**config.mk**
```make
export PLATFORM = sky130hd
export DESIGN_NAME = fetch_stage
export DESIGN_NICKNAME = d
export VERILOG_FILES = /design/src/rtl/fetch_stage.sv
export SDC_FILE = /design/constraint.sdc
export NUM_CORES = 1
export LEC_CHECK = 0
export ABC_AREA = 0
export BUFFER_PORTS_ARGS = -buffer_cell sky130_fd_sc_hd__buf_2
export CAP_MARGIN = 20
export CORE_ASPECT_RATIO = 1.1
export CORE_MARGIN = 2
export CORE_UTILIZATION = 45
export CTS_CLUSTER_DIAMETER = 50
export DETAILED_ROUTE_END_ITERATION = 10
export HOLD_SLACK_MARGIN = 0.03
export PLACE_DENSITY_LB_ADDON = 0.08
export RECOVER_POWER = 50
export REMOVE_ABC_BUFFERS = 1
export SYNTH_ARGS = -nofsm -noshare
export SYNTH_HDL_FRONTEND = slang
export SYNTH_SLANG_ARGS = --single-unit
```
**constraint.sdc**
```tcl
create_clock -name clk -period 2.8 [get_ports clk]
set_input_delay 0.42 -clock clk [delete_from_list [all_inputs] [get_ports clk]]
set_output_delay 0.42 -clock clk [all_outputs]
set_load 0.05 [all_outputs]
```
**src/rtl/fetch_stage.sv**
```systemverilog
// fetch_stage: RV32I instruction-fetch stage with PC register and IF/ID pipeline register
module fetch_stage #(
   parameter logic [31:0] RESET_PC  = 32'h0000_0000,
   parameter logic [31:0] NOP_INSTR = 32'h0000_0013
) (
   input  logic        clk,
   input  logic        rst,
   input  logic        stall_f,
   input  logic        flush_d,
   input  logic        redirect_valid,
   input  logic [31:0] redirect_target,
   output logic [31:0] InstructionAddress,
   input  logic [31:0] ReadInstruction,
   output logic [31:0] if_id_pc,
   output logic [31:0] if_id_pc_plus4,
   output logic [31:0] if_id_instr,
   output logic        if_id_valid,
   output logic [31:0] fetch_count
);
   logic [31:0] pc;
   logic [31:0] pcPlus4;
   logic [31:0] pcNext;
   logic        bubble;
   logic        capture;

   assign InstructionAddress = pc;
   assign pcPlus4 = pc + 32'd4;

   // redirect beats stall; a redirect or flush turns the word fetched this cycle into a bubble
   always_comb begin
      pcNext  = redirect_valid ? {redirect_target[31:2], 2'b00} : stall_f ? pc : pcPlus4;
      bubble  = redirect_valid | flush_d;
      capture = ~bubble & ~stall_f;
   end

   // program counter register
   always_ff @(posedge clk) begin
      if (rst) pc <= RESET_PC;
      else     pc <= pcNext;
   end

   // IF/ID register and capture counter
   always_ff @(posedge clk) begin
      if (rst || bubble) begin
         if_id_pc       <= 32'd0;
         if_id_pc_plus4 <= 32'd0;
         if_id_instr    <= NOP_INSTR;
         if_id_valid    <= 1'b0;
      end else if (capture) begin
         if_id_pc       <= pc;
         if_id_pc_plus4 <= pcPlus4;
         if_id_instr    <= ReadInstruction;
         if_id_valid    <= 1'b1;
      end
      if (rst)          fetch_count <= 32'd0;
      else if (capture) fetch_count <= fetch_count + 32'd1;
   end
endmodule

```
# Word level (Yosys, flattened, before mapping)
# Cells that the tools add are included.
dict set report totals {
  ram_bits 0
  latch_bits 0
  romBits 0
  out_inout_bits 161
  register_bits 161
  mem_count 0
}
dict set report classes {
  div_mod_pow 0
  n_eq_ne 1
  shifts 0
  reduce_logical 2
  bitwise_logic 4
  n_addsub 2
  n_lt_le_gt_ge 0
  mux 2
  n_mul 0
}
# cell n
set op_table {}
lappend op_table {{$mux W32} 2}
lappend op_table {{$add A32 B1 Y32 const B} 1}
lappend op_table {{$add A32 B3 Y32 const B} 1}
lappend op_table {{$ne A2 B1 Y1 const B} 1}
lappend op_table {{$not A1 Y1} 2}
lappend op_table {{$reduce_or A2 Y1} 1}
lappend op_table {{$and A1 B1 Y1} 1}
lappend op_table {{$logic_or A1 B1 Y1} 1}
lappend op_table {{$or A1 B1 Y1} 1}

# Depth between registers and ports, before layout
# Gate-level depths: netlist (run 1).
dict set report depth {
  word_depth 3
  depth_mapped 8
  mapped_depth_nobuf 6
}

# Worst setup path after synthesis (run 1)
# Ideal clock, no wire load.
dict set report synth_path {
  path_type {flip-flop to flip-flop}
  start {register pc[2] (netlist: InstructionAddress[2])}
  end {register pc[22] (netlist: InstructionAddress[22])}
  path_buffers 1
  setup_slack_ns 0.372
  arrival_ns 2.342
  path_stages_with_launch 8
  cell_sequence {dfxtp_1 > ha_1 > nand3_2 > or4_4 > buf_6 > nor4_4 > xnor2_1 > a211oi_1}
}
dict set report synth_between {
  elab_chain_len 3
}
# item line_no
set synth_lines {}
lappend synth_lines {{start: declaration} 20} ;# logic [31:0] pc;
lappend synth_lines {{start signal: assignment} 39} ;# else pc <= pcNext;
lappend synth_lines {{$add A32 B3 Y32} 27} ;# assign pcPlus4 = pc + 32'd4;
lappend synth_lines {{$mux W32 (2 in a row)} 31} ;# pcNext = redirect_valid ? {redirect_target[31:2], 2'b00} : stall_f ? pc : pcPlus4;
# No other way between the ends. The select of a mux whose other input is x is not followed.
# A chain may end at the register's enable or synchronous reset.

# Worst setup path in the final report (run 1)
dict set report layout_path {
  start {register pc[2] (netlist: InstructionAddress[2])}
  end {register pc[26] (netlist: InstructionAddress[26])}
}
# Same word-level chain as after synthesis.

==> results of run 1 <==
-- tightest hold or removal path, delay by kind of cell --
kind                   cells  cell delay [ns]
buffers and inverters      1             0.07
AND/OR/NAND/NOR            1             0.06
multiplexers               1             0.05
-- routing by layer --
layer  wire, um  vias up  track usage (%)
li1           -     2950                -
met1       8390     2838             30.0
met2       8420      218             37.1
met3       1470       21             6.47
met4        272        2             7.49
met5         16        -                0
-- cells in the mapped netlist (all sizes together), types with 4 or more instances --
library cell | instances | area (sq um)
buf | 24 | 164
o221a | 58 | 653
nand2 | 28 | 113
o21ai | 30 | 150
nor2b | 5 | 31.3
and4 | 8 | 70.1
clkbuf | 43 | 204
nand3 | 31 | 160
nand4 | 23 | 150
nor4 | 18 | 176
nor2 | 76 | 285
mux2i | 4 | 40.0
and3 | 8 | 50.1
inv | 6 | 22.5
a211oi | 23 | 173
nor3 | 21 | 105
dfxtp | 155 | 3100
or3 | 4 | 30.0
a21oi | 41 | 205
xor2 | 38 | 333
xnor2 | 45 | 394
-- layout make-up --
type / count / area, sq um / share of cell area [%]
Clock inverter: 7 / 66.3 / 0.792
Tap cell: 192 / 240 / 2.87
Inverter: 7 / 26.3 / 0.314
Multi-Input combinational cell: 482 / 3280 / 39.1
Sequential cell: 155 / 3100 / 37.0
Clock buffer: 24 / 482 / 5.75
Timing Repair Buffer: 240 / 1180 / 14.1
-- through the flow --
step                      hold slack (ns)  worst slack, ns  TNS [ns]  total power, W  instance area (sq um)
after floorplan                     0.489            -2.35   -207.03         0.00281                   6400
after global placement              0.455            0.376         0         0.00303                   7960
after detailed placement            0.464            0.312         0         0.00304                   7960
after CTS                           0.199            0.532         0         0.00518                   8510
after global routing                0.224            0.355         0         0.00532                   8380
final                               0.209            0.513         0         0.00513                   8380
-- state kept, by name, indices dropped and copies added (netlist names) --
name	flops
if_id_instr	32
if_id_valid	1
fetch_count	32
InstructionAddress	30
if_id_pc	30
if_id_pc_plus4	30
-- worst max-delay path by stage --
stage                                          end  slack [ns]  depth (start not counted)
6_report       InstructionAddress[26]$_SDFFE_PP0P_        0.51                          6
5_1_grt               fetch_count[31]$_SDFFE_PP0P_        0.36                          5
4_1_cts        InstructionAddress[26]$_SDFFE_PP0P_        0.53                          6
3_5_place_dp          fetch_count[20]$_SDFFE_PP0P_        0.31                          7
3_3_place_gp          fetch_count[20]$_SDFFE_PP0P_        0.38                          7
2_1_floorplan         if_id_instr[10]$_SDFFE_PP0P_       -2.35                          2
-- cell families (layout without fill, tap and decap cells) --
kind of cell / count (synthesis) / count (layout) / share of synthesized area [%]
AO/OA/AOI/OAI: 154 / 154 / 17.7
XOR/XNOR: 83 / 83 / 10.8
adder cells (fa/ha/maj): 2 / 2 / 0.370
buffers and inverters: 75 / 278 / 5.96
flip-flops: 155 / 155 / 45.9
multiplexers: 6 / 6 / 0.925
other: 1 / 6 / 0.0555
AND/OR/NAND/NOR: 231 / 231 / 18.3
-- power breakdown --
part / leakage (nW) / internal [W] / switching [W]
Sequential: 1.26 / 0.00227 / 0.0000745
Clock: 0.270 / 0.00128 / 0.000866
Combinational: 1.74 / 0.000171 / 0.000458
-- cell usage in the layout, fill, tap and decap left out, types with 2 or more instances in the layout --
cell type,Yosys,routed
xor2_1,38,38
buf_2,8,132
nor4_2,3,4
and3_1,8,8
or3_1,3,3
nand2_1,27,27
nor2b_1,5,5
a211oi_1,23,23
o221a_2,58,58
xnor2_1,45,45
a21oi_1,41,41
dfxtp_1,155,155
mux2_2,2,2
nor3_1,21,21
nor2_1,76,76
nor4_4,3,3
nand3_1,30,30
nand4_1,22,22
clkbuf_8,4,3
and4_1,8,8
ha_1,2,2
conb_1,1,6
o21ai_0,30,30
buf_4,9,13
clkbuf_1,37,95
buf_12,0,4
clkinv_2,0,4
inv_1,6,6
mux2i_1,4,4
nor4_1,12,11
clkbuf_16,0,17
==> results.txt, run 1 <==
- Traced cell by cell, the critical path runs through ha_1 -> nand3_2 -> or4_4 -> nor4_4 -> xnor2_1 -> a211oi_1.
- Achievable clock frequency: 437 MHz
* Pin slew with the least headroom to its limit: 0.948 ns
* Combined area of all synthesized cells: 0.00676 sq mm
- Crit path capture type: flip-flop
* # diodes: 0
* Syn avg cell area: 9.56 sq um
- Along the worst path, the maximum fanout reaches 9.
* Vias: 6029
- The flow ran to the end, and the final reports show no timing, DRC or antenna violations.
- For hold timing, the worst endpoint is if_id_instr[4]$_SDFFE_PP1P_.
- Buffers added to address setup during post-CTS repair amount to 0.
* Worst IR drop on VDD: 391 uV
* Core footprint: 0.0146 sq mm
* Power density over the cells: 612 mW/mm^2
- Number of placed instances, taps included: 1076
* Wire length of the first global-routing pass: 30100 um
- Main flop type after synthesis: dfxtp_1
- In this run the count of I/O pins placed on the die edge is 230.
- Syn-to-layout area delta: 23.9%
- Yosys warning count: 0
- DIE AREA: 0.0160 sq mm
- Summed over all layers, the global routing overflow is 0.
- Number of gates given a new drive strength after cts: 0
- The die is 133 um tall.
* Number of remaining DRC errors: 0
- For the worst flop-to-flop path, the logic depth is 6.
- The wire-length estimate of the detail-placed layout is 12500 um.
- Counting along the longest clock path gives a buffer depth of 2.
- Measured along the x axis, the die boundary spans 121 um.
- Setup repair after global routing left no endpoint under its margin.
- The tree is rooted in a clkbuf_16.
- The startpoint identified for the worst register-to-register timing path is InstructionAddress[2]$_SDFFE_PP0P_.
- After clock tree synthesis, the flow added hold-fix buffers numbering 0.
- In the routed layout, each cell is associated on average with a via count of 5.45.
* Number of nets in the finished design: 974
* Number of enable-type register cells in the synthesized netlist: 0
- After clock tree synthesis, the clock-pin slew on the worst setup and hold paths is 0.06 ns.
- For the worst setup path, the data required time is 3.13 ns.
- Standard cell with the maximum stage delay on the critical path: or4_4
* CTS tree: built
- In the global route stage, overall resource usage came out at 23.1%.
- Post-synthesis instance total: 707
* Synth async-reset ratio: 0%
* Startpoint-to-endpoint class of the critical path: flip-flop to flip-flop
- Once the floorplan was initialized, standard cells occupied 46.4% of the core.
- Endpoint arrival time on the critical path: 2.62 ns
* Share of the yosys chip area belonging to registers: 45.9%
* Hold Startpoint: ReadInstruction[4]
- The max-slew violation total from the final report came to 0.
- The worst hold path belongs to the class input port to flip-flop.
- Routed Wire Length: 18600 um
- Clk_skew: 0.00924 ns
- At the end of the flow the core is filled with cells to 57.5%.
- For this block, the initial DRC count from the detailed router was 278.
- Setup violations remaining at the end of the flow were counted as 0.
* Fillers: 1385
* FF-to-FF End: InstructionAddress[26]$_SDFFE_PP0P_
- The worst hold path passes through 3 cells.
* FF-to-FF setup slack: 0.51 ns
* Maximum single-stage delay on the critical path: 0.67 ns
- Max-cap check violation count: 0
* Maximum number of pins on one net before global-route repair: 69
* Antenna violation net count after detailed routing: 0
- The via count of the first global-routing pass is 5923.
* Number of CTS-inserted buffers: 17
- Ratio of cells with drive above 1 in the final layout: 27.4%
* Rel. slew slack: 36.3%
* Final RePlAce weighted congestion: 0.805
* Final hold vios: 0
- Clk_lat worst skew: 0.42 ns
* Initial antenna violation count: 1
* Avg WL per Cell: 16.8 um
- The H-tree was split into 4 levels.
* Number of port buffers: 221
* Final cycle utilization of the critical path: 81.7%
* Nature of the critical path startpoint: flip-flop
- Family of cells with the greatest summed delay on the critical path: simple AND/OR/NAND/NOR gates
- Number of placement rows: 46
- Crit path time final: 2.29 ns
- Leak: 3.28 nW
- In this run the worst setup path begins at InstructionAddress[2]$_SDFFE_PP0P_.
- Initial DRT Pass Iterations: 4
- Clock Sink Count: 155
* Finished Layout Cells: 1107
- Flop and latch count out of synthesis: 155
* Buf+Inv Stages, Crit Path: 0
- The synthesized netlist contains 48 unique library cells.
No activity file was read; power rests on OpenSTA's default activity.
==> run 2, diff against run 1 <==
clock period = 2.3 ns   (was 2.8 ns; I/O delays follow)
==> results.txt, run 2 (synthesized netlist as in run 1, its figures left out) <==
* CP dominant cell by count: clkbuf_2
- The via count of the first global-routing pass was 5847 (-1.3%).
* Initial core utilization: 46.4% (unchanged)
- Crit path capture type: flip-flop
- The transition at the pin with the smallest max-transition slack came to 0.883 ns (-0.0654 ns).
- The initial antenna violation count was 2 (+1).
- Achievable clock frequency: 452 MHz
* Maximum single-stage delay on the critical path: 0.71 ns (+0.04 ns)
* Final cycle utilization of the critical path: 96.1%
* FF-to-FF End: if_id_pc_plus4[24]$_SDFFE_PP0P_
- Cell count of the worst reg-to-reg path: 6 (unchanged)
* Largest regs: fetch_count x32, if_id_instr x32
- The worst hold path begins at ReadInstruction[1].
- Power density over the cells: 758 mW/mm^2 (+24%)
- FF-to-FF setup slack: 0.16 ns (-0.35 ns)
- Crit path time final: 2.21 ns
- The area growth from synthesis to layout is 26.3%.
- The clock insertion delay at the later pin of the skew report came to 0.42 ns (about the same).
- Rel. slew slack: 41.1% (+4.8 points)
- Number of placement rows: 46 (unchanged)
* Sw power: 0.00175 W (+25%)
- The part of the power in the clock network came to 43.8% (+1.9 points).
- Number of port buffers: 221 (unchanged)
- The first-pass GRT wire length was 30000 um (-0.46%).
- The total overflow reported by the global router came to 0 (unchanged).
- Vias: 6114 (+1.4%)
* Initial DRT Pass Iterations: 5 (+1)
- The routed wire length was 18700 um (+0.89%).
- Ratio of cells with drive above 1 in the final layout: 28.9% (+1.5 points)
- Fillers: 1383 (-0.14%)
* Maximum root-to-sink buffer count: 2 (unchanged)
- The final worst clock skew was 0.00685 ns (-0.00240 ns).
- Final setup vio count: 0 (unchanged)
- Vertical extent of the die: 133 um (unchanged)
- The starting DRC count in detailed routing is 355 (+28%).
* Cell at the root of the clock tree: clkbuf_16
- The final routed DRC violation total came to 0 (unchanged).
- Maximum number of pins on one net before global-route repair: 56 (-19%)
- Top-level port count: 230 (unchanged)
- The total track usage is 23.1% (about the same).
- TritonCTS built the clock tree.
- Beginning of the worst register-to-register path: InstructionAddress[2]$_SDFFE_PP0P_
- Number of nets in the finished design: 992 (+1.8%)
* Clock Sink Count: 155 (unchanged)
- Cells along the critical path: clkbuf_1 -> clkbuf_2 -> inv_2 -> clkbuf_2 -> buf_4 -> o21ai_0 -> a21oi_1
- The most critical setup path has its startpoint at stall_f.
- The slowest stage of the critical path is the clkbuf_2 cell.
* DIE AREA: 0.0160 sq mm (unchanged)
- Avg WL per Cell: 16.6 um (-0.90%)
- Detailed-placement wirelength estimate: 13100 um (+4.6%)
* Startpoint-to-endpoint class of the critical path: input port to flip-flop
- Leak: 3.37 nW (+2.8%)
- STA classifies the critical path startpoint as an input port.
- Commonest cells after routing, fill and taps aside: dfxtp_1 (155), buf_2 (131), clkbuf_1 (95)
- The horizontal die dimension is 121 um (unchanged).
* Number of H-tree levels: 4 (unchanged)
- The worst supply voltage drop on vdd came to 479 uV (+22%).
- Number of CTS-inserted buffers: 17 (unchanged)
- Average via count per standard cell: 5.43 (-0.39%)
- Number of placed instances, taps included: 1094 (+1.7%)
* Finished Layout Cells: 1127 (+1.8%)
* Cell area after layout: 0.00854 sq mm (+2.0%)
- The clock input transition at the sequential cells of the worst setup and hold paths is 0.06 ns (about the same).
* Req. time, crit path: 2.57 ns (-0.56 ns)
- Final hold vios: 0 (unchanged)
- Setup repair after global routing left no endpoint under its margin.
- The count of nets left with antenna violations after detail routing came to 0 (unchanged).
- CTS Hold Bufs: 0 (unchanged)
- Number of gates given a new drive strength after cts: 0 (unchanged)
- Endpoint arrival time on the critical path: 2.48 ns (-0.14 ns)
- The final worst slack was 0.0888 ns (-0.425 ns).
* Placement Cell Area: 0.00808 sq mm (+1.5%)
* Max-cap check violation count: 0 (unchanged)
* Placement Setup Slack: 0.0630 ns (-0.249 ns)
- Crit path max fanout: 30 (+21)
- The sequential share of power came to 43.9% (-1.9 points).
- Number of pins exceeding their max-slew limit in the final report: 0 (unchanged)
- Core footprint: 0.0146 sq mm (unchanged)
* Most common library cell in the layout ignoring fill and taps: dfxtp_1
* Worst min path class: input port to flip-flop
- The cell-internal power came to 0.00472 W (+27%).
* Status: finished, final reports clean
- Critical Path Sink: if_id_pc_plus4[11]$_SDFFE_PP0P_
* Total power after layout: 0.00647 W (+26%)
- The relative contribution of combinational cells to total power came to 12.3% (about the same).
* Hold slack: 0.128 ns (-0.0807 ns)
- The placer's final routability congestion estimate came to 0.811 (+0.71%).
- The proportion of total power due to net switching came to 27.1% (-0.18 points).
* Post-CTS Setup Inserts: 0 (unchanged)
## run 2: worst max-delay path: cells and delay by family
family,cells,cell delay [ns]
buf+inv,5,1.80
compound gates,2,0.32
## run 2: final cells by class
| type | count | area [sq um] | area share, % |
|---|---|---|---|
| multi-input combinational | 482 | 3280 | 38.4 |
| sequential | 155 | 3100 | 36.3 |
| timing repair buffer | 258 | 1290 | 15.1 |
| clock buffer | 21 | 450 | 5.27 |
| tap | 192 | 240 | 2.81 |
| clock inverter | 11 | 145 | 1.70 |
| inverter | 7 | 26.3 | 0.308 |
| antenna | 1 | 2.50 | 0.0293 |
## run 2: metal layers
| layer | vias up | global-route usage (%) | wire [um] |
|---|---|---|---|
| met2 | 204 | 35.3 | 8480 |
| met4 | 2 | 9.24 | 332 |
| met3 | 23 | 5.78 | 1410 |
| li1 | 2986 | - | - |
| met1 | 2899 | 31.3 | 8490 |
| met5 | - | 0 | 13 |
## run 2: worst min path at each step
stage,end,cells after the start,slack (ns)
5_1_grt,if_id_instr[1]$_SDFFE_PP1P_,3,0.14
3_5_place_dp,if_id_valid$_SDFFE_PP0P_,2,0.45
3_3_place_gp,if_id_valid$_SDFFE_PP0P_,2,0.45
2_1_floorplan,InstructionAddress[11]$_SDFFE_PP0P_,1,0.41
6_report,if_id_instr[1]$_SDFFE_PP1P_,3,0.13
4_1_cts,if_id_instr[1]$_SDFFE_PP1P_,3,0.11
## run 2: per-stage QoR
| stage | setup TNS [ns] | util [%] |
|---|---|---|
| 3_5_place_dp | 0 | 55.5 |
| 6_report | 0 | 58.7 |
| 3_3_place_gp | 0 | 55.5 |
| 4_1_cts | 0 | 59.6 |
| 5_1_grt | 0 | 58.7 |
| 2_1_floorplan | -250.55 | - |
## run 2: power groups by stage
stage | registers, W | logic [W] | clock network, W
detailed placement | 0.00290 | 0.000812 | 0
CTS | 0.00284 | 0.000815 | 0.00288
global placement | 0.00290 | 0.000803 | 0
finish | 0.00284 | 0.000795 | 0.00283
floorplan | 0.00319 | 0.000224 | 0
global route | 0.00285 | 0.000847 | 0.00301
